## config.mk

```make
export PLATFORM = sky130hd
export DESIGN_NAME = acq_sequencer
export DESIGN_NICKNAME = d
export VERILOG_FILES = /design/src/rtl/acq_sequencer.sv
export SDC_FILE = /design/constraint.sdc
export NUM_CORES = 1
export LEC_CHECK = 0
export ABC_CLOCK_PERIOD_IN_PS = 7050
export BUFFER_PORTS_ARGS = -buffer_cell sky130_fd_sc_hd__buf_2
export CAP_MARGIN = 10
export CORE_MARGIN = 1
export CORE_UTILIZATION = 55
export CTS_CLUSTER_SIZE = 12
export DETAILED_ROUTE_END_ITERATION = 6
export PLACE_DENSITY = 0.76
export SLEW_MARGIN = 25
export SYNTH_ARGS = -nofsm -noshare
export SYNTH_HDL_FRONTEND = slang
export SYNTH_SLANG_ARGS = --single-unit
```

## constraint.sdc

```tcl
create_clock -name clk -period 7.05 [get_ports clk]
set_input_delay 0.3525 -clock clk [delete_from_list [all_inputs] [get_ports clk]]
set_output_delay 0.3525 -clock clk [all_outputs]
set_load 0.02 [all_outputs]
```

## src/rtl/acq_sequencer.sv

```systemverilog
// Acquisition buffer sequencer: arms the buffer, paces sample writes,
// arbitrates word reads for the readout side and tracks the unread fill level.
module acq_sequencer #(
  parameter int DEPTH       = 256,
  parameter int CAPTURE_LEN = 192,
  parameter int SAMPLE_DIV  = 8,
  parameter int ARM_CYCLES  = 4,
  parameter int RD_LAT      = 3
) (
  input  logic                     clk,
  input  logic                     rst_n,
  input  logic                     start,
  input  logic                     stop,
  input  logic                     rd_req,
  output logic                     begin_acq,
  output logic                     wr_strobe,
  output logic                     rd_strobe,
  output logic                     rd_valid,
  output logic [$clog2(DEPTH):0]   fill,
  output logic                     empty,
  output logic                     full,
  output logic                     overflow,
  output logic                     busy,
  output logic                     done
);

  localparam int FW = $clog2(DEPTH) + 1;
  localparam int DW = (SAMPLE_DIV > 1) ? $clog2(SAMPLE_DIV) : 1;
  localparam int CW = $clog2(CAPTURE_LEN + 1);
  localparam int AW = $clog2(ARM_CYCLES + 1);

  typedef enum logic [2:0] {S_IDLE, S_ARM, S_RUN, S_DRAIN, S_DONE} state_t;

  state_t            state_q, state_d;
  logic              start_q;
  logic [DW-1:0]     div_q, div_d;
  logic [CW-1:0]     wcnt_q, wcnt_d;
  logic [AW-1:0]     arm_q, arm_d;
  logic [FW-1:0]     fill_q, fill_d;
  logic              ovf_q, ovf_d;
  logic [RD_LAT-1:0] rd_pipe_q, rd_pipe_d;

  logic slot, rd_inflight, rd_phase;

  // Strobe and status decode; everything is derived from registered state so
  // each strobe lasts exactly one clock.
  always_comb begin
    slot        = (state_q == S_RUN) && (div_q == DW'(SAMPLE_DIV - 1));
    full        = (fill_q == FW'(DEPTH));
    empty       = (fill_q < FW'(4));
    rd_phase    = (state_q == S_RUN) || (state_q == S_DRAIN);
    // A read blocks the next one until its data has been presented, which
    // also keeps rd_strobe low for at least one clock between pulses.
    rd_inflight = |rd_pipe_q;
    wr_strobe   = slot && !full;
    rd_strobe   = rd_phase && rd_req && !empty && !rd_inflight;
    rd_valid    = rd_pipe_q[RD_LAT-1];
    begin_acq   = rd_phase;
    busy        = (state_q != S_IDLE);
    done        = (state_q == S_DONE);
    fill        = fill_q;
    overflow    = ovf_q;
  end

  // Read latency shift register: rd_valid is the strobe delayed RD_LAT clocks.
  always_comb begin
    rd_pipe_d    = rd_pipe_q << 1;
    rd_pipe_d[0] = rd_strobe;
  end

  // Next-state, counters and fill bookkeeping.
  always_comb begin
    state_d = state_q;
    div_d   = div_q;
    wcnt_d  = wcnt_q;
    arm_d   = arm_q;
    ovf_d   = ovf_q;
    unique case ({wr_strobe, rd_strobe})
      2'b10:   fill_d = fill_q + FW'(1);
      2'b01:   fill_d = fill_q - FW'(4);
      2'b11:   fill_d = fill_q - FW'(3);
      default: fill_d = fill_q;
    endcase
    unique case (state_q)
      S_IDLE: begin
        if (start && !start_q) begin
          state_d = S_ARM;
          arm_d   = '0;
          div_d   = '0;
          wcnt_d  = '0;
          fill_d  = '0;
          ovf_d   = 1'b0;
        end
      end
      S_ARM: begin
        arm_d = arm_q + AW'(1);
        if (arm_q == AW'(ARM_CYCLES - 1)) state_d = S_RUN;
      end
      S_RUN: begin
        div_d = slot ? '0 : div_q + DW'(1);
        // A suppressed slot still consumes one of the CAPTURE_LEN slots.
        if (slot) begin
          wcnt_d = wcnt_q + CW'(1);
          if (full) ovf_d = 1'b1;
        end
        if (stop || (slot && (wcnt_q == CW'(CAPTURE_LEN - 1)))) state_d = S_DRAIN;
      end
      S_DRAIN: begin
        // Residual samples short of a whole word are discarded.
        if (empty) begin
          fill_d  = '0;
          state_d = S_DONE;
        end
      end
      S_DONE:  state_d = S_IDLE;
      default: state_d = S_IDLE;
    endcase
  end

  // State and counter registers.
  always_ff @(posedge clk or negedge rst_n) begin
    if (!rst_n) begin
      state_q   <= S_IDLE;
      start_q   <= 1'b0;
      div_q     <= '0;
      wcnt_q    <= '0;
      arm_q     <= '0;
      fill_q    <= '0;
      ovf_q     <= 1'b0;
      rd_pipe_q <= '0;
    end else begin
      state_q   <= state_d;
      start_q   <= start;
      div_q     <= div_d;
      wcnt_q    <= wcnt_d;
      arm_q     <= arm_d;
      fill_q    <= fill_d;
      ovf_q     <= ovf_d;
      rd_pipe_q <= rd_pipe_d;
    end
  end

endmodule

```

# Yosys cells after proc, flatten, opt, wreduce, memory -nomap -nowiden
# Index checks and enable logic that the tools add are counted.
dict set report totals {
  register_bits 31
  inputBits 5
  out_inout_bits 18
}
dict set report op_classes {
  addsub 6
  n_lt_le_gt_ge 1
  eq_ne 17
  n_mux 20
  reduce_logical 23
}
# op count
set ops {}
lappend ops {{9-bit one-hot mux with 3 select lines} 1}
lappend ops {{3-bit 2-to-1 mux} 6}
lappend ops {{9-bit 2-to-1 mux} 2}
lappend ops {{9-bit one-hot mux with 2 select lines} 1}
lappend ops {{8-bit 2-to-1 mux} 2}
lappend ops {{8-bit one-hot mux with 2 select lines} 1}
lappend ops {{3-bit one-hot mux with 2 select lines} 2}
lappend ops {{3-bit one-hot mux with 4 select lines} 1}
lappend ops {{2-bit inequality test, second input constant} 5}
lappend ops {{9-bit by 1-bit adder with 9-bit output, second input constant} 1}
lappend ops {{3-bit by 2-bit == test with 1-bit output, second input constant} 3}
lappend ops {{9-bit == test, second input constant} 1}
lappend ops {{9-bit by 3-bit less-than comparator with 1-bit output, second input constant} 1}
lappend ops {{9-bit by 2-bit subtractor with 9-bit output, second input constant} 1}
lappend ops {{9-bit by 3-bit subtractor with 9-bit output, second input constant} 1}
lappend ops {{8-bit by 1-bit adder with 8-bit output, second input constant} 1}
lappend ops {{8-bit == test, second input constant} 1}
lappend ops {{4-bit AND reduction} 2}
lappend ops {{1-bit logical AND} 7}
lappend ops {{3-bit by 1-bit adder with 3-bit output, second input constant} 2}
lappend ops {{3-bit == test, second input constant} 2}
lappend ops {{2-bit == test, second input constant} 2}
lappend ops {{1-bit zero test} 4}
lappend ops {{2-bit AND reduction} 2}
lappend ops {{11 further kinds} 15}

# Logic depth before layout (Yosys ltp)
# Gate-level depths: netlist of the first run.
dict set report logic_depth {
  depth_word 9
  depth_mapped 14
  depth_no_buf 12
}

# Worst setup path before layout of the first run
# OpenSTA, ideal clock, no wires.
dict set report synth_timing {
  kind {register -> register}
  startpoint {reg state_q[1]}
  endpoint {reg fill_q[8], in the netlist fill[8]}
  t_arrival_ps 3067
  t_required_ps 6921
  slack_ps 3854
  stages_incl_launch_ff 15
  period_less_slack_ps 3196
  path_cell_list {dfrtp_1 -> nor2b_1 -> clkbuf_1 -> and3_1 -> buf_2 -> o21ai_1 -> buf_2 -> nor3_1 -> ha_1 -> a21o_1 -> nand4_1 -> nand3_1 -> a31oi_1 -> xnor2_1 -> a21oi_1}
}
dict set report synth_between {
  elab_chain_len 9
  elab_cells_between_ends 16
  cone_classes {eq/ne (5); mux (4); reduce/logical (7)}
}
# element line_no
set synth_rtl {}
lappend synth_rtl {{from (decl)} 34} ;# state_t state_q, state_d;
lappend synth_rtl {{from (signal assigned)} 132} ;# state_q <= state_d;
lappend synth_rtl {{3-bit by 2-bit == test with 1-bit output} 51} ;# rd_phase = (state_q == S_RUN) || (state_q == S_DRAIN);
lappend synth_rtl {{1-bit logical OR *} 51}
lappend synth_rtl {{named net begin_acq} 15} ;# output logic begin_acq,
lappend synth_rtl {{1-bit logical AND * (3 in series)} 56} ;# rd_strobe = rd_phase && rd_req && !empty && !rd_inflight;
lappend synth_rtl {{2-bit == test or 2-bit by 1-bit == test with 1-bit output (tied branches)} 78} ;# unique case ({wr_strobe, rd_strobe})
lappend synth_rtl {{9-bit one-hot mux with 3 select lines *} 78}
lappend synth_rtl {{9-bit 2-to-1 mux (on tied branches)} {110, 86}}
lappend synth_rtl {{9-bit one-hot mux with 2 select lines *} 84} ;# unique case (state_q)
lappend synth_rtl {{named net fill_d[8]} 39} ;# logic [FW-1:0] fill_q, fill_d;
lappend synth_rtl {{to (signal assigned)} 137} ;# fill_q <= fill_d;
lappend synth_rtl {{to (decl)} 39}
# The timed path passes the listed nets; every way through them passes the cells marked *.
# A chain may end at the register's enable or synchronous reset.

# Worst setup path after layout of the first run
dict set report layout_timing {
  startpoint {reg state_q[1]}
  endpoint {reg fill_q[8], in the netlist fill[8]}
}
dict set report layout_between {
  elab_chain_len 9
  elab_cells_between_ends 16
  cone_classes {eq/ne (5); mux (4); reduce/logical (7)}
}
# element line_no
set layout_rtl {}
lappend layout_rtl {{3-bit by 2-bit == test with 1-bit output (on tied branches)} {48, 51, 84}}
lappend layout_rtl {{1-bit logical OR} 51}
lappend layout_rtl {{1-bit logical AND (3 in series)} 56}
lappend layout_rtl {{2-bit == test or 2-bit by 1-bit == test with 1-bit output (tied branches)} 78}
lappend layout_rtl {{9-bit one-hot mux with 3 select lines} 78}
lappend layout_rtl {{9-bit 2-to-1 mux (on tied branches)} {110, 86}}
lappend layout_rtl {{9-bit one-hot mux with 2 select lines *} 84}
lappend layout_rtl {{named net fill_d[8]} 39}
# Marks and branches as above.

==> impl_metrics.csv, run 1 <==
group,metric,value,unit
layout,final_cell_area,2060,sq um
logic_synthesis,synth_cell_types,42,
sta,fin_setup_tns,0,ns
layout,n_fill_cell,264,
worst_setup_path,critPathArrivalTime,3.83,ns
flow_run,maxCapViolations,0,
logic_synthesis,synth_top_family_by_area,"simple AND/OR/NAND/NOR gates",
grt,grt_pass1_wl,6.40,mm
worst_setup_path,crit_type,"flop to flop",
logic_synthesis,synth_cells,201,
sta,hold_viol,0,
layout,multi_input_comb_area,1010,sq um
sta,relSlewSlack,43.1,%
logic_synthesis,synthMuxAreaShare,1.08,%
logic_synthesis,yosys_warnings,0,
sta,fmax,278,MHz
min_path,hold_path.class,"primary input to async pin",
cts,cts-root-buf,"clkbuf_4",
layout,drive_above_1_share,14.8,%
layout,antenna_cells,0,
logic_synthesis,synth_xor_area_share,7.53,%
cts,post_cts_resized,0,
floorplan,placementRows,20,
cts,clock_latency,0.34,ns
floorplan,initial_core_util,59.5,%
floorplan,die_h,60.2,microns
worst_setup_path,path_depth,11,
worst_setup_path,crit_path_start_kind,"flop",
logic_synthesis,yosys-top-cells-count,"dfrtp_1, nor2_1, nand2_1",
worst_setup_path,cp_max_fo,13,
route,via_per_inst,5.74,
logic_synthesis,syn_nets,221,
route,routed_wl,3.81,mm
logic_synthesis,post-synth-top-count-cell,"dfrtp_1",
worst_setup_path,end_kind,"flop",
worst_setup_path,cpMaxStageDelayCell,"nor3_1",
floorplan,fp.dieW,60.2,microns
logic_synthesis,synth-seq-cells,31,
route,drtAntennaViolNets,0,
logic_synthesis,synth_compound_area_share,14.3,%
worst_setup_path,cp_cell_sequence,"nor2b_1 -> and3_1 -> o21ai_1 -> nor3_1 -> ha_1 -> a21o_1 -> nand4_1 -> nand3_1 -> a31oi_1 -> xnor2_1 -> a21oi_1",
logic_synthesis,synth_adder_area_share,10.1,%
layout,finalNetCount,242,
pwr,leakagePower,0.997,nW
sta,finalMaxSlewViolations,0,
route,dr.first_iter.drc_count,98,
route,drc,0,
logic_synthesis,ys_top_cells_by_area,"dfrtp_1, ha_1, xnor2_1, nor2_1, nand2_1",
grt,grt_max_degree,32,
route,wl_per_cell,14.3,microns
cts,cts.clk_slew.worst_paths,0.10,ns
logic_synthesis,synth_area_leader_cell,"dfrtp_1",
route,drtPass1Iterations,4,
cts,clock-sinks,31,
worst_setup_path,slowest_delay,0.64,ns
sta,worst_pin_slew,0.848,ns
floorplan,boundaryPins,23,
logic_synthesis,synth_area,1860,sq um
logic_synthesis,yosys.area_share.simple,20.9,%
grt,antenna_found_initial,0,
layout,final_core_util,65.8,%
sta,timing.hold.ws,0.0463,ns
logic_synthesis,synth_top_area_share,41.7,%
sta,rsz0062_at_grt,"false",
sta,finalCriticalPeriod,3.60,ns
sta,finalCritPeriodShare,51.1,%
layout,area_delta_synth_final,10.5,%
grt,grt_pass1_vias,1438,
run_status,status,"finished, final reports clean",
grt,overflow,0,
cts,cts_buffers,5,
pwr,vdd.ir_drop.worst,0.229,mV
logic_synthesis,synth_edf_count,0,
worst_setup_path,path_delay_family,"simple AND/OR/NAND/NOR gates",
pwr,pwr_density_cell,398,nW/um^2
sta,finalSetupViolCount,0,
cts,cts_hold_buffers,0,
logic_synthesis,postSynthAreaPerCell,9.26,sq um
place,gp_congestion,0.835,
place,port_buffers,22,
logic_synthesis,synth_seq_area_share,41.7,%
layout,seq_area,776,sq um
cts,cts_setup_buffers,0,
cts,cts_buffer_depth,2,
route,vias,1533,
place,place_area,1990,sq um
logic_synthesis,postSynth.asyncResetShare,100,%
place,dp_hpwl,2.83,mm
cts,htreeDepth,2,
worst_setup_path,crit_required,7.28,ns
floorplan,core-area,3130,sq um
grt,grt_use_total,24.6,%
logic_synthesis,synth_top_flop_cell,"dfrtp_1",
worst_setup_path,crit_buf_inv,0,
sta,skew,0.0125,ns
worst_setup_path,reg2reg_depth,11,
cts,cts_tree,"built",
floorplan,die_area,3620,sq um
==> layout by cell type (no fill, tap or decap), types with 4 or more instances in the layout <==
| cell type | count |
|---|---|
| dfrtp_1 | 31 |
| buf_2 | 22 |
| nor2_1 | 19 |
| nand2_1 | 18 |
| ha_1 | 15 |
| a21oi_1 | 11 |
| inv_1 | 10 |
| xnor2_1 | 10 |
| nand3_1 | 8 |
| nor3_1 | 7 |
| o21ai_0 | 7 |
| xor2_1 | 6 |
| or3_1 | 5 |
| clkbuf_4 | 5 |
| nor2b_1 | 4 |
==> sequential cells by signal, summed over array words and instances, names as in the netlist <==
signal and flops:
overflow 1, div_q 3, wcnt_q 8, arm_q 3, rd_pipe_q 3, start_q 1, state_q 3, fill 9
==> worst paths after layout <==
kind / start / to / slack [ns]
worst max-delay path: state_q[1] / fill[8] / 3.45
worst min-delay path: rst_n / wcnt_q[1] / 0.05
worst max register to register: state_q[1] / fill[8] / 3.45
worst min register to register: rd_pipe_q[1] / rd_pipe_q[2] / 0.39
max in group asynchronous: rst_n / state_q[2] / 6.56
min in group clk: start / start_q / 0.15
==> kinds of logic after synthesis <==
| kind of cell | Yosys count |
|---|---|
| adder cells (fa/ha/maj) | 15 |
| flip-flops | 31 |
| AO/OA/AOI/OAI | 42 |
| buffers and inverters | 19 |
| AND/OR/NAND/NOR | 76 |
| multiplexers | 2 |
| XOR/XNOR | 16 |
==> metrics by stage <==
step	cells	power, W	setup WS [ns]
floorplan	201	0.000602	3.85
global placement	259	0.000686	3.64
detailed placement	259	0.000703	3.45
CTS	267	0.000822	3.45
global route	267	0.000889	3.13
finish	267	0.000818	3.45
==> per-layer routing <==
metal	track usage [%]	share of wire, %	vias up
met5	0	0	-
met4	13.0	2.4	0
met3	5.84	3.7	10
met2	41.3	50	32
met1	28.9	44	740
li1	-	-	751
==> power by group <==
group          internal [W]  switching (W)  total (W)  leakage (nW)
clock             0.0000586      0.0000583   0.000117        0.0386
combinational      0.000149       0.000212   0.000361         0.569
sequential         0.000249      0.0000906   0.000340         0.390
==> cell type report <==
| cell class | instances | area share (%) |
|---|---|---|
| multi-input cells | 151 | 48.9 |
| inverters | 11 | 2.01 |
| flip-flops and latches | 31 | 37.7 |
| repair buffers | 22 | 5.35 |
| clock buffers | 8 | 3.35 |
| well taps | 44 | 2.68 |
Power figures use the tool's default switching activity.
==> inputs of run 2 (changes only) <==
--- a/config.mk
+++ b/config.mk
@@ -5,14 +5,14 @@
 export SDC_FILE = /design/constraint.sdc
 export NUM_CORES = 1
 export LEC_CHECK = 0
-export ABC_CLOCK_PERIOD_IN_PS = 7050
+export ABC_CLOCK_PERIOD_IN_PS = 3100
 export BUFFER_PORTS_ARGS = -buffer_cell sky130_fd_sc_hd__buf_2
 export CAP_MARGIN = 10
 export CORE_MARGIN = 1
-export CORE_UTILIZATION = 55
+export CORE_UTILIZATION = 52
 export CTS_CLUSTER_SIZE = 12
 export DETAILED_ROUTE_END_ITERATION = 6
-export PLACE_DENSITY = 0.76
+export PLACE_DENSITY = 0.75
 export SLEW_MARGIN = 25
 export SYNTH_ARGS = -nofsm -noshare
 export SYNTH_HDL_FRONTEND = slang
==> constraint.sdc (replaced) <==
create_clock -name clk -period 3.1 [get_ports clk]
set_input_delay 0.155 -clock clk [delete_from_list [all_inputs] [get_ports clk]]
set_output_delay 0.155 -clock clk [all_outputs]
set_load 0.02 [all_outputs]
==> impl_metrics.csv, run 2 (synthesis results as in run 1) <==
group,metric,value,unit
sta,worst_pin_slew,0.700,ns
worst_setup_path,crit_required,3.33,ns
floorplan,placementRows,21,
cts,cts_buffers,5,
layout,final_cell_area,2140,sq um
floorplan,boundaryPins,23,
worst_setup_path,r2r-start,"fill[6]",
cts,clock_latency,0.33,ns
sta,rsz0062_at_grt,"false",
grt,grt_max_degree,32,
worst_setup_path,rr_endpoint,"fill[5]",
pwr,clockPowerShare,14.3,%
pwr,p_int,0.00107,W
cts,cts-root-buf,"clkbuf_4",
layout,layout_commonest_cell,"dfrtp_1",
min_path,min_path_cells,3,
place,place_area,2050,sq um
layout,finalNonFillerCells,278,
pwr,pwr_density_cell,889,nW/um^2
run_status,status,"finished, final reports clean",
pwr,power.share.switching,43.6,%
sta,finalCritPeriodShare,91.1,%
route,dr.first_iter.drc_count,76,
pwr,seqPwrFrac,39.4,%
floorplan,die_area,3820,sq um
floorplan,fp.dieW,61.8,microns
sta,finalSetupViolCount,0,
floorplan,die_h,61.8,microns
min_path,min_from,"stop",
layout,finalNetCount,251,
layout,area_delta_synth_final,15.0,%
sta,skew,0.00627,ns
worst_setup_path,critPathArrivalTime,3.05,ns
sta,finalMaxSlewViolations,0,
layout,antenna_cells,0,
worst_setup_path,crit_path_start_kind,"flop",
cts,cts_setup_buffers,0,
route,wl_per_cell,13.7,microns
worst_setup_path,crit_type,"flop to flop",
floorplan,core-area,3390,sq um
pwr,pwr-share-comb,46.3,%
sta,fin_setup_tns,0,ns
cts,cts_tree,"built",
pwr,p_switching,0.000830,W
grt,overflow,0,
route,vias,1524,
grt,grt_pass1_wl,6.06,mm
place,gp_congestion,0.833,
layout,n_fill_cell,294,
sta,hold_viol,0,
floorplan,initial_core_util,54.9,%
grt,grt_pass1_vias,1353,
route,via_per_inst,5.48,
sta,finalCriticalPeriod,2.83,ns
place,dp_hpwl,2.71,mm
min_path,hold_path.class,"primary input to flop",
worst_setup_path,end_kind,"flop",
flow_run,maxCapViolations,0,
worst_setup_path,r2r_setup_slack,0.27,ns
grt,grt_use_total,21.8,%
cts,cts.clk_slew.worst_paths,0.10,ns
worst_setup_path,reg2reg_depth,9,
route,drtPass1Iterations,4,
cts,clock-sinks,31,
route,routed_wl,3.82,mm
pwr,vdd.ir_drop.worst,0.510,mV
route,drc,0,
min_path,hold_path_end,"state_q[0]",
place,port_buffers,22,
sta,fmax,354,MHz
layout,layout_common_cells,"dfrtp_1, buf_2, nor2_1",
route,drtAntennaViolNets,0,
cts,cts_buffer_depth,2,
grt,antenna_found_initial,0,
sta,relSlewSlack,53.3,%
cts,htreeDepth,2,
layout,largest_reg_flops,9,
worst_setup_path,cp_max_fo,7,
pwr,leakagePower,1.04,nW
place,place_inst,268,
layout,drive_above_1_share,17.7,%
run 2: cell count changes in the layout (fill, tap and decap cells not counted):
cell / change
nor3_1: -1
nor2b_1: +1
nor4b_2: +1
nor2b_2: -1
dlygate4sd3_1: +2
nor4b_1: -1
nor3_2: +1
buf_4: +7
run 2: final cells by class:
type                    instances  area (sq um)  share of cell area, %
repair buffers                 31           183                   8.53
multi-input cells             151          1010                   47.4
inverters                      11          41.3                   1.93
well taps                      46          57.6                   2.69
clock buffers                   8          68.8                   3.21
flip-flops and latches         31           776                   36.2
run 2: through the flow:
step           total power [W]  hold WS (ns)  utilization [%]  worst slack, ns
2_1_floorplan          0.00137        -0.141                -           0.0882
3_3_place_gp           0.00161         0.240             60.4            0.354
3_5_place_dp           0.00163         0.243             60.4            0.299
4_1_cts                0.00190         0.188             63.0            0.276
5_1_grt                0.00206         0.196             63.2           0.0662
6_report               0.00190         0.198             63.2            0.275
run 2: what timing repair did:
action,in CTS,in global routing
hold endpoints to repair,32,0
hold buffers,2,0
resized for setup,0,1
endpoints found under the setup margin,0,3
run 2: power by group through the flow:
stage / Clock [W] / Sequential, W / Combinational, W
2_1_floorplan: 0 / 0.000802 / 0.000567
3_3_place_gp: 0 / 0.000746 / 0.000863
3_5_place_dp: 0 / 0.000750 / 0.000876
4_1_cts: 0.000278 / 0.000743 / 0.000884
5_1_grt: 0.000301 / 0.000773 / 0.000990
6_report: 0.000273 / 0.000750 / 0.000881
run 2: worst max-delay path by stage:
stage | to | startpoint | depth (start not counted) | slack [ns]
finish | fill[5] | fill[6] | 9 | 0.27
detailed placement | fill[5] | fill[7] | 9 | 0.30
CTS | fill[5] | fill[6] | 9 | 0.28
global placement | fill[8] | fill[7] | 10 | 0.35
global route | fill[5] | state_q[1] | 10 | 0.07
floorplan | fill[8] | state_q[1] | 14 | 0.09
run 2: critical path, stage by stage (launching register included):
cell	delay, ns
dfrtp_1	0.46
or4_1	0.69
nor4_4	0.23
nor3_2	0.14
ha_1	0.37
o21ai_0	0.11
a22oi_1	0.27
xor2_1	0.17
nor2_1	0.05
a211oi_1	0.24
run 2: metal layers:
| layer | global-route usage (%) | wire length (microns) | share of wire, % | up-vias |
|---|---|---|---|---|
| met3 | 5.59 | 92 | 2.4 | 2 |
| li1 | - | - | - | 772 |
| met1 | 27.1 | 1900 | 50 | 723 |
| met2 | 38.1 | 1800 | 47 | 27 |
| met4 | 4.76 | 26 | 0.68 | 0 |
| met5 | 0 | 0 | 0 | - |
